**src/rtl/text_loader_ctrl_if.sv**
```systemverilog
// Byte-stream and text-memory write port bundle for the boot-time text loader.
// The slave modport is the loader; master is the host link / memory side.
interface text_loader_ctrl_if;
   logic [7:0] rx_data;
   logic       rx_valid;
   logic       rx_ready;
   logic       mem_we;
   logic [7:0] mem_wdata;
   logic       mem_rst;

   modport slave (
      input  rx_data, rx_valid,
      output rx_ready, mem_we, mem_wdata, mem_rst
   );

   modport master (
      output rx_data, rx_valid,
      input  rx_ready, mem_we, mem_wdata, mem_rst
   );
endinterface

```
**src/rtl/text_loader_ctrl.sv**
```systemverilog
// Boot-time sequencer streaming a [4-byte LE length][payload][opt. checksum] image
// into text memory. Optional checksum stage enabled by TEXT_LOADER_CHECKSUM_EN.
module text_loader_ctrl #(
   parameter int ADDR_W    = 32,
   parameter int MAX_BYTES = 4096
) (
   input  logic              clk,
   input  logic              rst,
   input  logic              i_start,
   text_loader_ctrl_if.slave bus,
   output logic              o_cpuRst,
   output logic              o_busy,
   output logic              o_done,
   output logic              o_err,
   output logic [ADDR_W-1:0] o_bytesLoaded
);

   typedef enum logic [2:0] {
      IDLE,
      CLR,
      LEN,
      LOAD,
      CHK,
      RUN,
      ERR
   } state_t;

   state_t            r_state;
   state_t            w_nextState;
   logic [31:0]       r_length;
   logic [1:0]        r_lenIdx;
   logic [ADDR_W-1:0] r_bytesLoaded;
   logic              r_memWe;
   logic [7:0]        r_memWdata;
`ifdef TEXT_LOADER_CHECKSUM_EN
   logic [7:0]        r_sum;
`endif

   logic        w_xfer;
   logic [31:0] w_lenFull;
   logic        w_lenBad;
   logic        w_lastByte;

   // The length arrives LSB first, so each byte shifts in from the top.
   assign w_xfer     = bus.rx_valid & bus.rx_ready;
   assign w_lenFull  = {bus.rx_data, r_length[31:8]};
   assign w_lenBad   = (w_lenFull == 32'd0) || (w_lenFull[1:0] != 2'b00) ||
                       (w_lenFull > 32'(MAX_BYTES));
   assign w_lastByte = ((32'(r_bytesLoaded) + 32'd1) == r_length);

   // Next-state logic; all status outputs are decoded from state alone so
   // rx_ready never depends on rx_valid.
   always_comb begin
      w_nextState  = r_state;
      bus.rx_ready = 1'b0;
      bus.mem_rst  = 1'b0;
      o_cpuRst     = 1'b1;
      o_busy       = 1'b0;
      o_done       = 1'b0;
      o_err        = 1'b0;
      case (r_state)
         IDLE: begin
            if (i_start) w_nextState = CLR;
         end
         CLR: begin
            bus.mem_rst = 1'b1;
            o_busy      = 1'b1;
            w_nextState = LEN;
         end
         LEN: begin
            bus.rx_ready = 1'b1;
            o_busy       = 1'b1;
            if (w_xfer && (r_lenIdx == 2'd3)) w_nextState = w_lenBad ? ERR : LOAD;
         end
         LOAD: begin
            bus.rx_ready = 1'b1;
            o_busy       = 1'b1;
`ifdef TEXT_LOADER_CHECKSUM_EN
            if (w_xfer && w_lastByte) w_nextState = CHK;
`else
            if (w_xfer && w_lastByte) w_nextState = RUN;
`endif
         end
`ifdef TEXT_LOADER_CHECKSUM_EN
         CHK: begin
            bus.rx_ready = 1'b1;
            o_busy       = 1'b1;
            if (w_xfer) w_nextState = ((r_sum + bus.rx_data) == 8'd0) ? RUN : ERR;
         end
`endif
         RUN: begin
            o_cpuRst = 1'b0;
            o_done   = 1'b1;
            if (i_start) w_nextState = CLR;
         end
         ERR: begin
            o_err = 1'b1;
            if (i_start) w_nextState = CLR;
         end
         default: w_nextState = IDLE;
      endcase
   end

   // State register plus datapath; the write strobe lands one cycle after the
   // transfer, together with the updated byte count.
   always_ff @(posedge clk) begin
      if (rst) begin
         r_state       <= IDLE;
         r_length      <= 32'd0;
         r_lenIdx      <= 2'd0;
         r_bytesLoaded <= '0;
         r_memWe       <= 1'b0;
         r_memWdata    <= 8'd0;
`ifdef TEXT_LOADER_CHECKSUM_EN
         r_sum         <= 8'd0;
`endif
      end else begin
         r_state <= w_nextState;
         r_memWe <= 1'b0;
         if ((w_nextState == CLR) && (r_state != CLR)) begin
            r_bytesLoaded <= '0;
            r_lenIdx      <= 2'd0;
            r_length      <= 32'd0;
`ifdef TEXT_LOADER_CHECKSUM_EN
            r_sum         <= 8'd0;
`endif
         end
         if ((r_state == LEN) && w_xfer) begin
            r_length <= w_lenFull;
            r_lenIdx <= r_lenIdx + 2'd1;
         end
         if ((r_state == LOAD) && w_xfer) begin
            r_memWe       <= 1'b1;
            r_memWdata    <= bus.rx_data;
            r_bytesLoaded <= r_bytesLoaded + ADDR_W'(1);
`ifdef TEXT_LOADER_CHECKSUM_EN
            r_sum         <= r_sum + bus.rx_data;
`endif
         end
      end
   end

   assign bus.mem_we    = r_memWe;
   assign bus.mem_wdata = r_memWdata;
   assign o_bytesLoaded = r_bytesLoaded;

endmodule
```
**src/flat_wrapper.sv**
```systemverilog
// flat-port wrapper written by rule: the top's interface ports become plain ports
module text_loader_ctrl_flat 
#(
   parameter int ADDR_W    = 32,
   parameter int MAX_BYTES = 4096
)
  (clk, rst, i_start, o_cpuRst, o_busy, o_done, o_err, o_bytesLoaded, bus_rx_data, bus_rx_valid, bus_rx_ready, bus_mem_we, bus_mem_wdata, bus_mem_rst);
  text_loader_ctrl_if bus_i ();
  input  logic clk;
  input  logic rst;
  input  logic i_start;
  output logic o_cpuRst;
  output logic o_busy;
  output logic o_done;
  output logic o_err;
  output logic [ADDR_W-1:0] o_bytesLoaded;
  input wire logic [$bits(bus_i.rx_data)-1:0] bus_rx_data;
  input wire logic [$bits(bus_i.rx_valid)-1:0] bus_rx_valid;
  output wire logic [$bits(bus_i.rx_ready)-1:0] bus_rx_ready;
  output wire logic [$bits(bus_i.mem_we)-1:0] bus_mem_we;
  output wire logic [$bits(bus_i.mem_wdata)-1:0] bus_mem_wdata;
  output wire logic [$bits(bus_i.mem_rst)-1:0] bus_mem_rst;
  assign bus_i.rx_data = bus_rx_data;
  assign bus_i.rx_valid = bus_rx_valid;
  assign bus_rx_ready = bus_i.rx_ready;
  assign bus_mem_we = bus_i.mem_we;
  assign bus_mem_wdata = bus_i.mem_wdata;
  assign bus_mem_rst = bus_i.mem_rst;
  text_loader_ctrl #(.ADDR_W(ADDR_W), .MAX_BYTES(MAX_BYTES)) u_core (.clk(clk), .rst(rst), .i_start(i_start), .bus(bus_i), .o_cpuRst(o_cpuRst), .o_busy(o_busy), .o_done(o_done), .o_err(o_err), .o_bytesLoaded(o_bytesLoaded));
endmodule
```
**config.mk**
```make
export PLATFORM = sky130hd
export DESIGN_NAME = text_loader_ctrl_flat
export DESIGN_NICKNAME = d
export VERILOG_FILES = /design/src/rtl/text_loader_ctrl_if.sv /design/src/rtl/text_loader_ctrl.sv /design/src/flat_wrapper.sv
export SDC_FILE = /design/constraint.sdc
export NUM_CORES = 1
export LEC_CHECK = 0
export CORE_UTILIZATION = 55
export DETAILED_ROUTE_END_ITERATION = 8
export PLACE_DENSITY_LB_ADDON = 0.12
export SKIP_CTS_REPAIR_TIMING = 1
export SLEW_MARGIN = 10
export SYNTH_ARGS = -nofsm -noshare
export SYNTH_HDL_FRONTEND = slang
export SYNTH_SLANG_ARGS = --single-unit
```
**constraint.sdc**
```tcl
create_clock -name clk -period 2.8 [get_ports clk]
set_input_delay 0.28 -clock clk [delete_from_list [all_inputs] [get_ports clk]]
set_output_delay 0.28 -clock clk [all_outputs]
set_load 0.02 [all_outputs]
```
==> impl_metrics.py <==
metrics = {
    "pwr": {
        "leakage_nw": 1.957,
        "fin_total_pwr_mw": 2.306,
        "ir_worst_vdd_mv": 0.4657,
        "power.density_mw_per_mm2": 416.1,
    },
    "timing": {
        "fin_crit_ns": 2.684,
        "slew_viol_final": 0,
        "final.period_utilization_pct": 95.87,
        "max_slew_margin_pct": 63.54,
        "setup_viol_count_final": 0,
        "hold_ws_ns": 0.1851,
        "worst-slew-pin-transition_ns": 0.5461,
        "fin_ws_ns": 0.1157,
        "fmax_mhz": 372.5,
        "clock_skew_ns": 0.01879,
        "setup_tns_ns": 0,
        "finalHoldViolCount": 0,
    },
    "layout": {
        "drive_gt1_share_pct": 10.72,
        "nNetsFinal": 662,
        "n_fill_cell": 676,
        "num_antenna_cells": 0,
        "area_growth_pct": 22.99,
        "final_cell_area_mm2": 0.005543,
        "finalNonFillerCells": 755,
        "post-route-util_pct": 70.99,
    },
    "critical_path": {
        "cp.arrival_ns": 2.93,
        "ff2ff_path_depth": 7,
        "crit_end": "u_core.r_state[1]$_SDFF_PP0_",
        "crit_path_start": "u_core.o_bytesLoaded[4]$_SDFFE_PP0P_",
        "required_ns": 3.05,
        "critPathLaunchType": "register",
        "cpPeakStageDelay_ns": 0.55,
        "rrSetupSlack_ns": 0.12,
        "r2r_start": "u_core.o_bytesLoaded[4]$_SDFFE_PP0P_",
        "crit_slowest_cell": "or4_1",
        "path_class": "register to register",
        "cp-end-kind": "register",
        "path_cells": "and4_4 > nand4_4 > or4_1 > a2111oi_2 > nand4_1 > nor4_2 > o211ai_1",
        "reg2reg_to": "u_core.r_state[1]$_SDFF_PP0_",
        "critPathMaxFanout": 8,
    },
    "clock_network": {
        "h-tree-depth": 3,
        "clock_latency_ns": 0.37,
        "cts_root_buffer": "clkbuf_8",
        "cts_tree": "built",
        "cts.sinks": 78,
        "clk_path_buf_depth": 2,
        "clk_pin_slew_ns": 0.10,
        "cts-buffers-inserted": 9,
    },
    "synthesis": {
        "syn_avg_cell_area_um2": 7.665,
        "synth.net_count": 602,
        "netlist_area_mm2": 0.004507,
        "ys_seq_area_share_pct": 34.65,
        "synthTopCellsByArea": "dfxtp_1 (35%), nor2_1 (7.5%), xnor2_1 (6.0%)",
        "synth_warnings": 0,
        "async_flop_share_pct": 0,
        "synth_cell_type_count": 53,
        "syn_inst": 588,
        "ys.flop_type": "dfxtp_1",
        "synth_top_area_cell": "dfxtp_1",
        "yosysTopAreaCellShare_pct": 34.65,
        "ys_ff_latch": 78,
        "synth_enable_flop_cells": 0,
    },
    "route": {
        "drt_first_pass_iters": 7,
        "routed_wl_um": 14290,
        "routedWlPerCell_um": 18.93,
        "vias_per_cell": 6.412,
        "ant_nets": 0,
        "vias": 4841,
        "dr.first_iter.drc_count": 404,
        "route.detailed.drc": 0,
    },
    "flow_run": {
        "drv_cap": 0,
    },
    "grt": {
        "grtUsageTotal_pct": 34.93,
        "grt_pass1_vias": 4431,
        "grt-ovfl-total": 0,
        "antenna_found_initial": 0,
        "grt_max_degree": 51,
        "grt_pass1_wl_um": 23180,
    },
    "floorplanning": {
        "start_util_pct": 57.72,
        "pin_count": 59,
        "die_h_um": 92.52,
        "rows": 32,
        "die_area_mm2": 0.008560,
        "core-area_mm2": 0.007807,
        "die_w_um": 92.52,
    },
    "place": {
        "dpl.cell_count": 739,
        "pre_cts_slack_ns": 0.08914,
        "port_buffers": 58,
        "place.gp.congestion": 0.9628,
        "postPlaceCellArea_mm2": 0.005314,
        "place_hpwl_um": 9965,
    },
    "min_path": {
        "hold_path_class": "input pin to register",
    },
    "outcome": {
        "status": "completed",
    },
}
-- cell families (layout without fill, tap and decap cells) --
family / Yosys count / after routing / share of synthesized area, %
AND/OR/NAND/NOR: 263 / 263 / 29.51
multiplexers: 5 / 5 / 1.138
AO/OA/AOI/OAI: 139 / 139 / 19.96
flip-flops: 78 / 78 / 34.65
adder cells (fa/ha/maj): 2 / 2 / 0.5552
buffers and inverters: 53 / 118 / 4.859
XOR/XNOR: 48 / 48 / 9.328
-- cells in the mapped netlist, types with 2 or more instances --
library cell,number
o211ai_1,2
nor3b_1,4
nand3_1,16
and2_1,2
o31ai_1,4
a22oi_1,36
and3_1,9
mux2i_1,4
nor3_1,19
and4_4,3
or4_1,4
nand4_1,19
xor2_1,17
a211oi_1,4
nor4_1,18
ha_1,2
a31oi_1,8
and4_1,5
inv_1,5
nand2_1,51
nor2_1,90
o21ai_0,25
buf_1,2
nor2b_1,5
or3_1,6
a311oi_1,9
buf_2,10
nand4b_1,2
dfxtp_1,78
a21oi_1,40
clkbuf_1,32
nand3b_1,4
clkbuf_2,3
xnor2_1,31
-- per-layer routing --
layer	global-route usage (%)	vias up	share of wire [%]
met5	0	-	0
met4	11.33	0	1.7
met3	5.911	27	9.2
met2	55.25	273	46
met1	48.12	2272	44
li1	-	2269	-
-- critical path, delay by kind of cell (launching register included) --
kind	cells	cell delay [ns]
compound gates	2	0.57
flops	1	0.48
simple gates	5	1.50
-- worst min-delay path by stage --
| stage | startpoint | to | slack, ns | cells after the start |
|---|---|---|---|---|
| 2_1_floorplan | bus_rx_data[0] | u_core.bus.mem_wdata[0]$_SDFFE_PP0P_ | 0.42 | 2 |
| 3_3_place_gp | u_core.bus.mem_wdata[2]$_SDFFE_PP0P_ | u_core.bus.mem_wdata[2]$_SDFFE_PP0P_ | 0.45 | 2 |
| 3_5_place_dp | u_core.bus.mem_wdata[1]$_SDFFE_PP0P_ | u_core.bus.mem_wdata[1]$_SDFFE_PP0P_ | 0.45 | 2 |
| 4_1_cts | rst | u_core.o_bytesLoaded[26]$_SDFFE_PP0P_ | 0.18 | 2 |
| 5_1_grt | rst | u_core.o_bytesLoaded[26]$_SDFFE_PP0P_ | 0.19 | 2 |
| 6_report | rst | u_core.o_bytesLoaded[26]$_SDFFE_PP0P_ | 0.19 | 2 |
-- flip-flops by register name, indices dropped and copies added, names as in the netlist --
name and count:
u_core.o_bytesLoaded 32, u_core.r_length 32, u_core.bus.mem_wdata 8, u_core.r_state 3, u_core.r_lenIdx 2, u_core.bus.mem_we 1
-- report_power, final --
group	leakage (nW)	switching [mW]	internal, mW	total, mW
Sequential	0.629	0.0236	1.12	1.14
Clock	0.109	0.506	0.436	0.942
Combinational	1.22	0.143	0.0788	0.222
-- layout by cell type (no fill, tap or decap), types with 4 or more instances in the layout --
cell type and instances:
nor3_1 19, clkbuf_8 9, nor4_1 17, xnor2_1 31, nor2_1 90, nor2b_1 5, and4_1 4, nand2_1 51
dfxtp_1 77, a31oi_1 7, o21ai_0 25, clkdlybuf4s50_1 57, or4_1 4, buf_4 39, o31ai_1 4, or3_1 6
and3_1 9, mux2i_1 4, a22oi_1 36, nand3b_1 4, a311oi_1 9, inv_1 5, xor2_1 17, nand4_1 19
a21oi_1 40, a211oi_1 4, nand3_1 16
-- cell type report --
cell class / instances / area, µm² / share of cell area (%)
Clock buffer: 9 / 123.9 / 2.235
Sequential cell: 78 / 1563 / 28.19
Tap cell: 102 / 127.6 / 2.302
Clock inverter: 7 / 87.58 / 1.580
Multi-Input combinational cell: 457 / 2754 / 49.68
Timing Repair Buffer: 97 / 868.3 / 15.67
Inverter: 5 / 18.77 / 0.3386
Power figures use the tool's default switching activity.
